<file path="src/rtl/conv_pkg.sv">
// -----------------------------------------------------------------------------
// conv_pkg
// Shared definitions for the convolution window sequencer.
//   conv_state_e : frame sequencer states (IDLE, STREAM, DRAIN)
//   cw_of()      : coordinate/column-count width for a given line buffer length
// -----------------------------------------------------------------------------
package conv_pkg;

    typedef enum logic [1:0] {
        IDLE   = 2'd0,
        STREAM = 2'd1,
        DRAIN  = 2'd2
    } conv_state_e;

    // Width of frame column/row counts; never narrower than one bit.
    function automatic int cw_of(input int len);
        return (len > 1) ? $clog2(len) : 1;
    endfunction

endpackage

</file>
<file path="src/rtl/conv_pos_counter.sv">
// -----------------------------------------------------------------------------
// conv_pos_counter
// Raster position of the next pixel to be accepted in the current frame.
// Ports:
//   clk, rst_n    : clock, asynchronous active-low reset
//   clear         : restart at (0,0) (frame start)
//   advance       : one pixel accepted at the current position
//   cols, rows    : latched frame dimensions
//   row, col      : position of the pixel that the next accept will take
//   last_pixel    : current position is (rows-1, cols-1)
//   in_window     : a pixel at the current position completes a full window
// -----------------------------------------------------------------------------
module conv_pos_counter
    import conv_pkg::*;
#(
    parameter int CW = 11,
    parameter int KR = 3,
    parameter int KC = 3
) (
    input  logic          clk,
    input  logic          rst_n,
    input  logic          clear,
    input  logic          advance,
    input  logic [CW-1:0] cols,
    input  logic [CW-1:0] rows,
    output logic [CW-1:0] row,
    output logic [CW-1:0] col,
    output logic          last_pixel,
    output logic          in_window
);

    localparam logic [CW-1:0] ONE   = CW'(1);
    localparam logic [CW-1:0] KR_M1 = CW'(KR - 1);
    localparam logic [CW-1:0] KC_M1 = CW'(KC - 1);

    logic end_col;

    assign end_col    = (col == cols - ONE);
    assign last_pixel = end_col && (row == rows - ONE);
    assign in_window  = (row >= KR_M1) && (col >= KC_M1);

    always_ff @(posedge clk or negedge rst_n) begin
        if (!rst_n) begin
            row <= '0;
            col <= '0;
        end else if (clear) begin
            row <= '0;
            col <= '0;
        end else if (advance) begin
            if (end_col) begin
                col <= '0;
                row <= row + ONE;
            end else begin
                col <= col + ONE;
            end
        end
    end

endmodule

</file>
<file path="src/rtl/conv_window_ctrl.sv">
// -----------------------------------------------------------------------------
// conv_window_ctrl
// Frame sequencer in front of conv_buffer. Accepts a per-frame configuration,
// forwards a valid/ready pixel stream into conv_buffer and qualifies only
// fully in-frame KERNEL_ROW_SIZE x KERNEL_COLUMN_SIZE windows. Because
// conv_buffer cannot stall, an unconsumed window stalls the pixel source.
//
// Handshakes: a pixel transfers on a cycle where src_valid && src_ready; a
// window is consumed on a cycle where win_valid && win_ready. valid may not
// depend on ready; ready may depend on valid.
//
// Optional feature: define CONV_WINDOW_CTRL_ABORT_EN to add input `abort`,
// which returns STREAM/DRAIN to IDLE on the next edge without frame_done.
//
// Ports:
//   clk, rst_n                  : clock, asynchronous active-low reset
//   start, cfg_cols, cfg_rows   : frame start request and dimensions
//   abort                       : (optional) abandon the current frame
//   src_data/src_valid/src_ready: pixel stream input
//   buf_in_point, buf_valid_in,
//   buf_frame_column_size       : drive conv_buffer
//   win_valid, win_ready        : window qualifier handshake
//   win_row, win_col            : top-left coordinate of the current window
//   busy, frame_done, cfg_err   : status
//   state                       : current FSM state (debug)
// -----------------------------------------------------------------------------
module conv_window_ctrl
    import conv_pkg::*;
#(
    parameter  int DATA_WIDTH         = 8,
    parameter  int BUFFER_LENGTH      = 2000,
    parameter  int KERNEL_ROW_SIZE    = 3,
    parameter  int KERNEL_COLUMN_SIZE = 3,
    localparam int CW                 = cw_of(BUFFER_LENGTH)
) (
    input  logic                  clk,
    input  logic                  rst_n,
    input  logic                  start,
    input  logic [CW-1:0]         cfg_cols,
    input  logic [CW-1:0]         cfg_rows,
`ifdef CONV_WINDOW_CTRL_ABORT_EN
    input  logic                  abort,
`endif
    input  logic [DATA_WIDTH-1:0] src_data,
    input  logic                  src_valid,
    output logic                  src_ready,
    output logic [DATA_WIDTH-1:0] buf_in_point,
    output logic                  buf_valid_in,
    output logic [CW-1:0]         buf_frame_column_size,
    output logic                  win_valid,
    input  logic                  win_ready,
    output logic [CW-1:0]         win_row,
    output logic [CW-1:0]         win_col,
    output logic                  busy,
    output logic                  frame_done,
    output logic                  cfg_err,
    output conv_state_e           state
);

    localparam int            CWP1     = CW + 1;
    localparam logic [CW-1:0] KR_W     = CW'(KERNEL_ROW_SIZE);
    localparam logic [CW-1:0] KC_W     = CW'(KERNEL_COLUMN_SIZE);
    localparam logic [CW-1:0] KR_M1    = CW'(KERNEL_ROW_SIZE - 1);
    localparam logic [CW-1:0] KC_M1    = CW'(KERNEL_COLUMN_SIZE - 1);
    localparam logic [CW:0]   MAX_COLS = CWP1'(BUFFER_LENGTH);

    conv_state_e   state_q, state_d;
    logic [CW-1:0] cols_q, rows_q;
    logic [CW-1:0] cnt_row, cnt_col;
    logic          cnt_last, cnt_in_win;
    logic          abort_req;
    logic          cfg_ok, accept_start, reject_start;
    logic          push, consume;

`ifdef CONV_WINDOW_CTRL_ABORT_EN
    assign abort_req = abort && (state_q != IDLE);
`else
    assign abort_req = 1'b0;
`endif

    assign cfg_ok = (cfg_cols >= KC_W) && (cfg_rows >= KR_W) &&
                    ({1'b0, cfg_cols} <= MAX_COLS);

    // A held window means conv_buffer must not shift, so the source stalls.
    assign src_ready = (state_q == STREAM) && !(win_valid && !win_ready) && !abort_req;
    assign push      = src_valid && src_ready;
    assign consume   = win_valid && win_ready;

    assign buf_in_point          = src_data;
    assign buf_valid_in          = push;
    assign buf_frame_column_size = cols_q;
    assign busy                  = (state_q != IDLE);
    assign state                 = state_q;

    conv_pos_counter #(
        .CW (CW),
        .KR (KERNEL_ROW_SIZE),
        .KC (KERNEL_COLUMN_SIZE)
    ) u_pos (
        .clk        (clk),
        .rst_n      (rst_n),
        .clear      (accept_start),
        .advance    (push),
        .cols       (cols_q),
        .rows       (rows_q),
        .row        (cnt_row),
        .col        (cnt_col),
        .last_pixel (cnt_last),
        .in_window  (cnt_in_win)
    );

    // FSM next state
    always_comb begin
        state_d      = state_q;
        accept_start = 1'b0;
        reject_start = 1'b0;
        unique case (state_q)
            IDLE: begin
                if (start) begin
                    if (cfg_ok) begin
                        accept_start = 1'b1;
                        state_d      = STREAM;
                    end else begin
                        reject_start = 1'b1;
                    end
                end
            end
            STREAM: begin
                if (push && cnt_last) state_d = DRAIN;
            end
            DRAIN: begin
                if (consume) state_d = IDLE;
            end
            default: state_d = IDLE;
        endcase
        if (abort_req) state_d = IDLE;
    end

    always_ff @(posedge clk or negedge rst_n) begin
        if (!rst_n) state_q <= IDLE;
        else        state_q <= state_d;
    end

    // Configuration, status pulses and the window register
    always_ff @(posedge clk or negedge rst_n) begin
        if (!rst_n) begin
            cols_q     <= '0;
            rows_q     <= '0;
            win_valid  <= 1'b0;
            win_row    <= '0;
            win_col    <= '0;
            frame_done <= 1'b0;
            cfg_err    <= 1'b0;
        end else begin
            frame_done <= (state_q == DRAIN) && consume && !abort_req;
            cfg_err    <= reject_start;
            if (accept_start) begin
                cols_q <= cfg_cols;
                rows_q <= cfg_rows;
            end
            // Qualification is purely counter-based: the pushed pixel closes a
            // window only when it lies at least KR-1 rows and KC-1 columns in,
            // so row-wrap windows and stale line-buffer data never qualify.
            // A push may coincide with a consume; the push wins.
            if (abort_req) begin
                win_valid <= 1'b0;
            end else if (push && cnt_in_win) begin
                win_valid <= 1'b1;
                win_row   <= cnt_row - KR_M1;
                win_col   <= cnt_col - KC_M1;
            end else if (consume) begin
                win_valid <= 1'b0;
            end
        end
    end

endmodule

</file>
<file path="config.mk">
export PLATFORM = sky130hd
export DESIGN_NAME = conv_window_ctrl
export DESIGN_NICKNAME = d
export VERILOG_FILES = /design/src/rtl/conv_pkg.sv /design/src/rtl/conv_pos_counter.sv /design/src/rtl/conv_window_ctrl.sv
export SDC_FILE = /design/constraint.sdc
export NUM_CORES = 1
export LEC_CHECK = 0
export CORE_ASPECT_RATIO = 1.25
export CORE_MARGIN = 2
export CORE_UTILIZATION = 40
export CTS_BUF_LIST = sky130_fd_sc_hd__clkbuf_8
export DETAILED_ROUTE_END_ITERATION = 12
export SETUP_SLACK_MARGIN = 0.05
export SKIP_LAST_GASP = 1
export SYNTH_ARGS = -nofsm -noshare
export SYNTH_HDL_FRONTEND = slang
export SYNTH_HIERARCHICAL = 1
export SYNTH_SLANG_ARGS = --single-unit
export TNS_END_PERCENT = 1
</file>
<file path="constraint.sdc">
create_clock -name clk -period 4.82 [get_ports clk]
set_clock_uncertainty 0.05 [all_clocks]
set_input_delay 0.964 -clock clk [delete_from_list [all_inputs] [get_ports clk]]
set_output_delay 0.964 -clock clk [all_outputs]
set_load 0.1 [all_outputs]
</file>
==> results.sh, run 1 <==
export IMPL_floorplan_die_width_um=98.45
export IMPL_detailed_place_hpwl_mm=7.371
export IMPL_power_ir_vdd_worst_v=0.0001745
export IMPL_vias=3658
export IMPL_p_seq_share_pct=42.7
export IMPL_worstSetupStartpointType="input port"
export IMPL_critical_path_slowest_cell="clkdlybuf4s50_1"
export IMPL_netlist_top_cell_by_area="dfrtp_1"
export IMPL_worst_setup_path_type="in -> out"
export IMPL_drcViolationCount=0
export IMPL_synth_fp_nets=519
export IMPL_synth_warnings=6
export IMPL_synth_simple_gate_area_share_pct=23.56
export IMPL_die_y_um=122.1
export IMPL_timing_reg2reg_worst_path_depth=8
export IMPL_hold_path_end="win_row[7]"
export IMPL_ports=84
export IMPL_crit_chain="clkdlybuf4s50_1 > nand2b_1 > nor2b_2 > and2_1 > buf_4"
export IMPL_report_final_hold_viol_count=0
export IMPL_fin_crit_sh_pct=75.25
export IMPL_p_sw_share_pct=39.91
export IMPL_ys_seq_elements=71
export IMPL_core_mm2=0.01098
export IMPL_num_fill_cells=1097
export IMPL_postLayoutCellArea_mm2=0.005363
export IMPL_setup_tns_final_ps=0
export IMPL_ctsResizeCount=0
export IMPL_worst_r2r_setup_slack_ps=1700
export IMPL_pwr_density_cell_mw_per_mm2=332.3
export IMPL_syn2layout_area_growth_pct=20.22
export IMPL_worstHoldPathCells=2
export IMPL_hp_class="reg -> reg"
export IMPL_synth_cell_types=62
export IMPL_post_cts_hold_buffer_count=0
export IMPL_maximum_number_of_pins_on_one_net_before_global_route_repair=37
export IMPL_total_leakage_power_nw=2.234
export IMPL_floorplan_die_area_mm2=0.01202
export IMPL_yosys_area_share_adder_pct=2.244
export IMPL_critPathMaxFanout=10
export IMPL_post_cts_setup_buffer_count=0
export IMPL_detail_route_wl_per_cell_um=15.13
export IMPL_netlist_instances=476
export IMPL_clk_pin_slew_worst_paths_ps=70
export IMPL_clk_latency_ps=350
export IMPL_synthesis_area_mm2=0.004461
export IMPL_critical_path_top_delay_family="buffers and inverters"
export IMPL_drive_gt1_share_pct=12.01
export IMPL_synthTopCellsByArea="dfrtp_1, xnor2_1, mux2_2, nand2_1, o21ai_0"
export IMPL_placement_io_buffers=67
export IMPL_tritoncts_num_sinks=71
export IMPL_cts_made_buffers=9
export IMPL_cts_root_buffer="clkbuf_8"
export IMPL_ys_dominant_reg_cell="dfrtp_1"
export IMPL_logic_pwr_share_pct=30.2
export IMPL_rr_startpoint="buf_frame_column_size[0]"
export IMPL_critical_path_max_stage_delay_ps=500
export IMPL_required_arrival_time_at_the_worst_endpoint_ps=3810
export IMPL_wl_mm=10.11
export IMPL_status="finished, final reports clean"
export IMPL_synth_top_family_by_area="simple AND/OR/NAND/NOR gates"
export IMPL_synthArstFlopShare_pct=100.0
export IMPL_final_min_clock_period_ps=3627
export IMPL_synth_mux_area_share_pct=9.481
export IMPL_grt_first_pass_wirelength_mm=17.19
export IMPL_worst_ep_arrival_time_ps=2610
export IMPL_yosys_area_top_type_share_pct=39.83
export IMPL_yosys_area_share_xor_xnor_pct=8.443
export IMPL_worst_slew_pin_transition_ps=990.7
export IMPL_drt_pass1_iter_count=4
export IMPL_stdcell_count=668
export IMPL_avgSynthCellArea_um2=9.371
export IMPL_first_iteration_detailed_routing_drc_count=150
export IMPL_cp_num_buf_inv=2
export IMPL_tritoncts="yes"
export IMPL_ctsLongestPathBuffers=2
export IMPL_setup_violating_endpoint_count_in_the_final_report=0
export IMPL_internal_power_mw=1.071
export IMPL_maxSlewViolCount=0
export IMPL_antenna_violating_nets_post_route=0
export IMPL_synth_edf_count=0
export IMPL_placed_instances=652
export IMPL_synth_compound_area_share_pct=11.05
export IMPL_post_dp_cell_area_mm2=0.005165
export IMPL_initial_utilization_pct=40.64
export IMPL_timing_rr_end="u_pos/row[1]"
export IMPL_num_antenna_cells=0
export IMPL_vias_per_cell=5.476
export IMPL_via_count_of_the_first_global_routing_pass=3533
export IMPL_endpoint_kind="output pin"
export IMPL_slew_headroom_pct=33.75
export IMPL_synth_sequential_area_ratio_pct=39.83
export IMPL_antenna_found_initial=0
export IMPL_hold_start="win_row[7]"
export IMPL_place_congestion=0.8037
export IMPL_grt_overflow_total=0
export IMPL_fmax_mhz=275.7
export IMPL_unrepaired_setup_endpoints_after_global_routing="no"
export IMPL_number_of_maximum_capacitance_constraint_violations=0
export IMPL_p_sw_uw=711.2
export IMPL_pwr_share_clk_pct=27.1
export IMPL_htree_levels=3
export IMPL_nets=571
export IMPL_track_usage_pct=17.63
export IMPL_placementRows=43
==> cells by family (layout without fill, tap and decap cells) <==
kind of cell / count (synthesis) / count (layout)
AOI/OAI and AO/OA: 76 / 76
xor gates and xnor gates: 43 / 43
adders and majority gates: 8 / 8
buffers and inverters: 52 / 109
DFF: 71 / 71
muxes: 36 / 36
and+or+nand+nor: 190 / 190
==> power by group through the flow <==
stage | Combinational (mW) | Clock [mW] | Sequential [mW]
floorplan | 0.249 | 0 | 0.939
global placement | 0.536 | 0 | 0.770
detailed placement | 0.541 | 0 | 0.774
CTS | 0.542 | 0.499 | 0.762
global route | 0.578 | 0.525 | 0.775
finish | 0.538 | 0.483 | 0.761
==> stage by stage <==
stage | hold WS (ps) | setup WS [ps] | total power, mW | util [%]
after detailed placement | 420.1 | 1109 | 1.316 | 47.06
after floorplan | 412.3 | 548.2 | 1.189 | -
final | 429.4 | 1193 | 1.782 | 48.86
after CTS | 437.4 | 1200 | 1.802 | 48.86
after global routing | 453.0 | 1099 | 1.877 | 48.86
after global placement | 412.2 | 1186 | 1.306 | 47.06
==> cell usage after synthesis (4+ instances only) <==
cell,instances
a211oi_1,4
a21oi_1,9
a31oi_1,8
buf_4,9
clkbuf_1,16
dfrtp_1,71
ha_1,8
inv_1,22
mux2_1,12
mux2_2,18
mux2_4,5
nand2_1,48
nand2b_1,7
nand3_1,9
nand4_1,8
nor2_1,38
nor2b_1,14
nor3_1,20
nor3_2,6
nor4_1,14
nor4b_1,4
o211ai_1,4
o21ai_0,31
xnor2_1,26
xor2_1,17
==> worst reg2reg max path, stage by stage, from the launching register on <==
cell and delay (ps):
dfrtp_1 490, inv_1 100, ha_1 310, nor3b_1 310
nand3_1 140, xnor2_1 280, nand4_2 460, nor3_4 500
mux2_1 370
==> sequential cells by signal, summed over array words and instances (netlist names) <==
signal and flops:
buf_frame_column_size 11, cfg_err 1, frame_done 1, rows_q 11, state 2, u_pos/col 11, u_pos/row 11, win_col 11
win_row 11, win_valid 1
==> worst max-delay path by stage <==
stage / depth (start not counted) / from / to / slack (ps)
global route: 5 / win_ready / buf_valid_in / 1100
global placement: 11 / cfg_cols[3] / u_pos/col[10] / 1190
finish: 5 / win_ready / buf_valid_in / 1190
CTS: 5 / win_ready / buf_valid_in / 1200
detailed placement: 12 / cfg_cols[3] / u_pos/col[4] / 1110
floorplan: 9 / state[0] / u_pos/row[9] / 550
==> layout by cell type, fill, tap and decap left out, types with 2 or more instances in the layout <==
| cell | instances |
|---|---|
| dfrtp_1 | 71 |
| clkdlybuf4s50_1 | 64 |
| nand2_1 | 48 |
| nor2_1 | 38 |
| o21ai_0 | 31 |
| xnor2_1 | 26 |
| inv_1 | 22 |
| nor3_1 | 20 |
| mux2_2 | 18 |
| xor2_1 | 17 |
| nor4_1 | 14 |
| nor2b_1 | 13 |
| mux2_1 | 12 |
| clkbuf_8 | 10 |
| nand3_1 | 9 |
| a21oi_1 | 9 |
| nand4_1 | 8 |
| a31oi_1 | 8 |
| ha_1 | 8 |
| nand2b_1 | 7 |
| buf_4 | 6 |
| nor3_2 | 6 |
| mux2_4 | 5 |
| a211oi_1 | 4 |
| nor4b_1 | 4 |
| o211ai_1 | 4 |
| and3_1 | 3 |
| o21ai_1 | 3 |
| clkinv_2 | 3 |
| or4_1 | 2 |
| or4_4 | 2 |
| nor3_4 | 2 |
| clkinvlp_4 | 2 |
| and4_1 | 2 |
| o22ai_1 | 2 |
==> layer usage <==
layer	vias to the layer above	GRT usage (%)	wire length [um]
met5	-	0	0
li1	1801	-	-
met2	95	29.38	4849
met1	1754	23.24	4717
met3	8	3.614	420
met4	0	5.223	120
==> area by class of cell <==
class / count / area, um2 / share of cell area [%]
clock inverter: 6 / 60.06 / 1.120
tap: 135 / 168.9 / 3.150
multi-input combinational: 353 / 2446 / 45.61
clock buffer: 10 / 137.6 / 2.566
timing repair buffer: 71 / 690.7 / 12.88
inverter: 22 / 82.58 / 1.540
sequential: 71 / 1777 / 33.13
Power figures use the tool's default switching activity.
==> inputs of run 2 (changes only) <==
- PLACE_DENSITY: unset -> 0.66
- clock period: 4.82 -> 3.2 ns (I/O delays scaled with it)
==> run 2 against run 1 <==
Largest cell class unchanged. First-iteration DRC count is 6.7% higher. Cell count is 1.2% higher. Core utilization is 0.65 points higher. Hold slack worse by 170 ps. Clock-buffer cell count is 1 higher.
==> results.sh, run 2 (synthesized netlist as in run 1, its figures left out) <==
export IMPL_syn2layout_area_growth_pct=21.82
export IMPL_via_count_of_the_first_global_routing_pass=3588
export IMPL_floorplan_die_width_um=98.45
export IMPL_worst_slew_pin_transition_ps=664.9
export IMPL_dp_worst_setup_slack_ps=98.20
export IMPL_worst_setup_path_type="reg -> reg"
export IMPL_antenna_found_initial=0
export IMPL_core_mm2=0.01098
export IMPL_cts_made_buffers=9
export IMPL_number_of_maximum_capacitance_constraint_violations=0
export IMPL_final_min_clock_period_ps=2949
export IMPL_routed_length_on_met1_mm=4.509
export IMPL_vias_per_cell=5.436
export IMPL_detailed_place_hpwl_mm=7.542
export IMPL_worst_ep_arrival_time_ps=3170
export IMPL_ctsLongestPathBuffers=2
export IMPL_rr_startpoint="rows_q[0]"
export IMPL_timing_reg2reg_worst_path_depth=11
export IMPL_postLayoutCoreUtil_pct=49.51
export IMPL_post_cts_setup_buffer_count=0
export IMPL_floorplan_die_area_mm2=0.01202
export IMPL_critPathMaxFanout=6
export IMPL_worstSetupStartpointType="register"
export IMPL_maxSlewViolCount=0
export IMPL_wl_mm=10.17
export IMPL_drt_pass1_iter_count=4
export IMPL_maximum_number_of_pins_on_one_net_before_global_route_repair=44
export IMPL_placementRows=43
export IMPL_post_cts_hold_buffer_count=0
export IMPL_worst_r2r_setup_slack_ps=250
export IMPL_place_congestion=0.7938
export IMPL_grt_first_pass_wirelength_mm=17.21
export IMPL_total_leakage_power_nw=2.375
export IMPL_drive_gt1_share_pct=21.63
export IMPL_nets=579
export IMPL_required_arrival_time_at_the_worst_endpoint_ps=3420
export IMPL_first_iteration_detailed_routing_drc_count=160
export IMPL_critical_path_source="rows_q[0]"
export IMPL_hp_class="in -> async"
export IMPL_highest_signal_layer="met4"
export IMPL_pwr_density_cell_mw_per_mm2=515.8
export IMPL_timing_final_ws_setup_ps=251.3
export IMPL_met2_wirelength_mm=4.940
export IMPL_fmax_mhz=339.1
export IMPL_die_y_um=122.1
export IMPL_placement_io_buffers=67
export IMPL_clk_pin_slew_worst_paths_ps=80
export IMPL_timing_rr_end="state[1]"
export IMPL_num_antenna_cells=0
export IMPL_cts_root_buffer="clkbuf_8"
export IMPL_htree_levels=3
export IMPL_mostFrequentLayoutCells="dfrtp_1, buf_4, nand2_1"
export IMPL_finalPower_mw=2.803
export IMPL_antenna_violating_nets_post_route=0
export IMPL_ports=84
export IMPL_initial_utilization_pct=40.64
export IMPL_setup_violating_endpoint_count_in_the_final_report=0
export IMPL_layout_cells_most_common="dfrtp_1"
export IMPL_met3_wirelength_um=482
export IMPL_crit_chain="inv_1 > ha_2 > or4b_4 > or4b_1 > nand3_1 > o21ai_1 > a2111oi_2 > o2111a_1 > and3_1 > nand2_1 > o21ai_0"
export IMPL_endpoint_kind="register"
export IMPL_status="finished, final reports clean"
export IMPL_unrepaired_setup_endpoints_after_global_routing="no"
export IMPL_fin_crit_sh_pct=92.15
export IMPL_detail_route_wl_per_cell_um=15.05
export IMPL_tritoncts="yes"
export IMPL_power_ir_vdd_worst_v=0.0002825
export IMPL_setup_tns_final_ps=0
export IMPL_critical_path_slowest_cell="or4b_1"
export IMPL_tritoncts_num_sinks=71
export IMPL_slew_headroom_pct=55.67
export IMPL_vias=3675
export IMPL_clk_latency_ps=350
export IMPL_critical_path_max_stage_delay_ps=520
export IMPL_grt_overflow_total=0
export IMPL_report_final_hold_viol_count=0
export IMPL_drcViolationCount=0
export IMPL_track_usage_pct=17.56
-- run 2: through the flow --
stage               hold slack, ps  cell area (um2)  instances
floorplan                    294.4             4481        476
global placement             412.7             5194        660
detailed placement           422.0             5194        660
CTS                          284.1             5425        676
global route                 307.3             5434        676
finish                       258.2             5434        676
-- run 2: worst max-delay path, delay by kind of cell, from the launching register on --
kind / cells / cell delay (ps)
adders and majority gates: 1 / 220
buffers and inverters: 1 / 80
DFF: 1 / 410
AOI/OAI and AO/OA: 4 / 770
and+or+nand+nor: 5 / 1330
-- run 2: area by class of cell --
class	instances	area, um2
clock inverters	5	80.08
flip-flops and latches	71	1785
clock buffers	11	151.4
multi-input cells	353	2462
inverters	22	82.58
repair buffers	79	703.2
well taps	135	168.9
fillers	1074	5542
-- run 2: where the power goes --
part | leakage, nW | switching, mW | internal [mW]
sequential | 0.924 | 0.148 | 0.982
clock | 0.112 | 0.344 | 0.480
combinational | 1.34 | 0.589 | 0.261
-- run 2: worst max-delay path by stage --
| stage | cells past startpoint | to |
|---|---|---|
| finish | 11 | state[1] |
| CTS | 12 | state[1] |
| global placement | 12 | state[1] |
| detailed placement | 12 | state[1] |
| global route | 12 | state[1] |
| floorplan | 11 | state[1] |
-- run 2: per-layer routing --
layer	vias up	global-route usage [%]
met5	-	0
met4	0	8.134
met3	19	3.213
met2	95	28.40
met1	1759	22.91
li1	1802	-
-- run 2: what timing repair did --
item                       CTS  global route
setup endpoints to repair    0             2
hold endpoints to repair     0             0
gates resized for setup      0             3
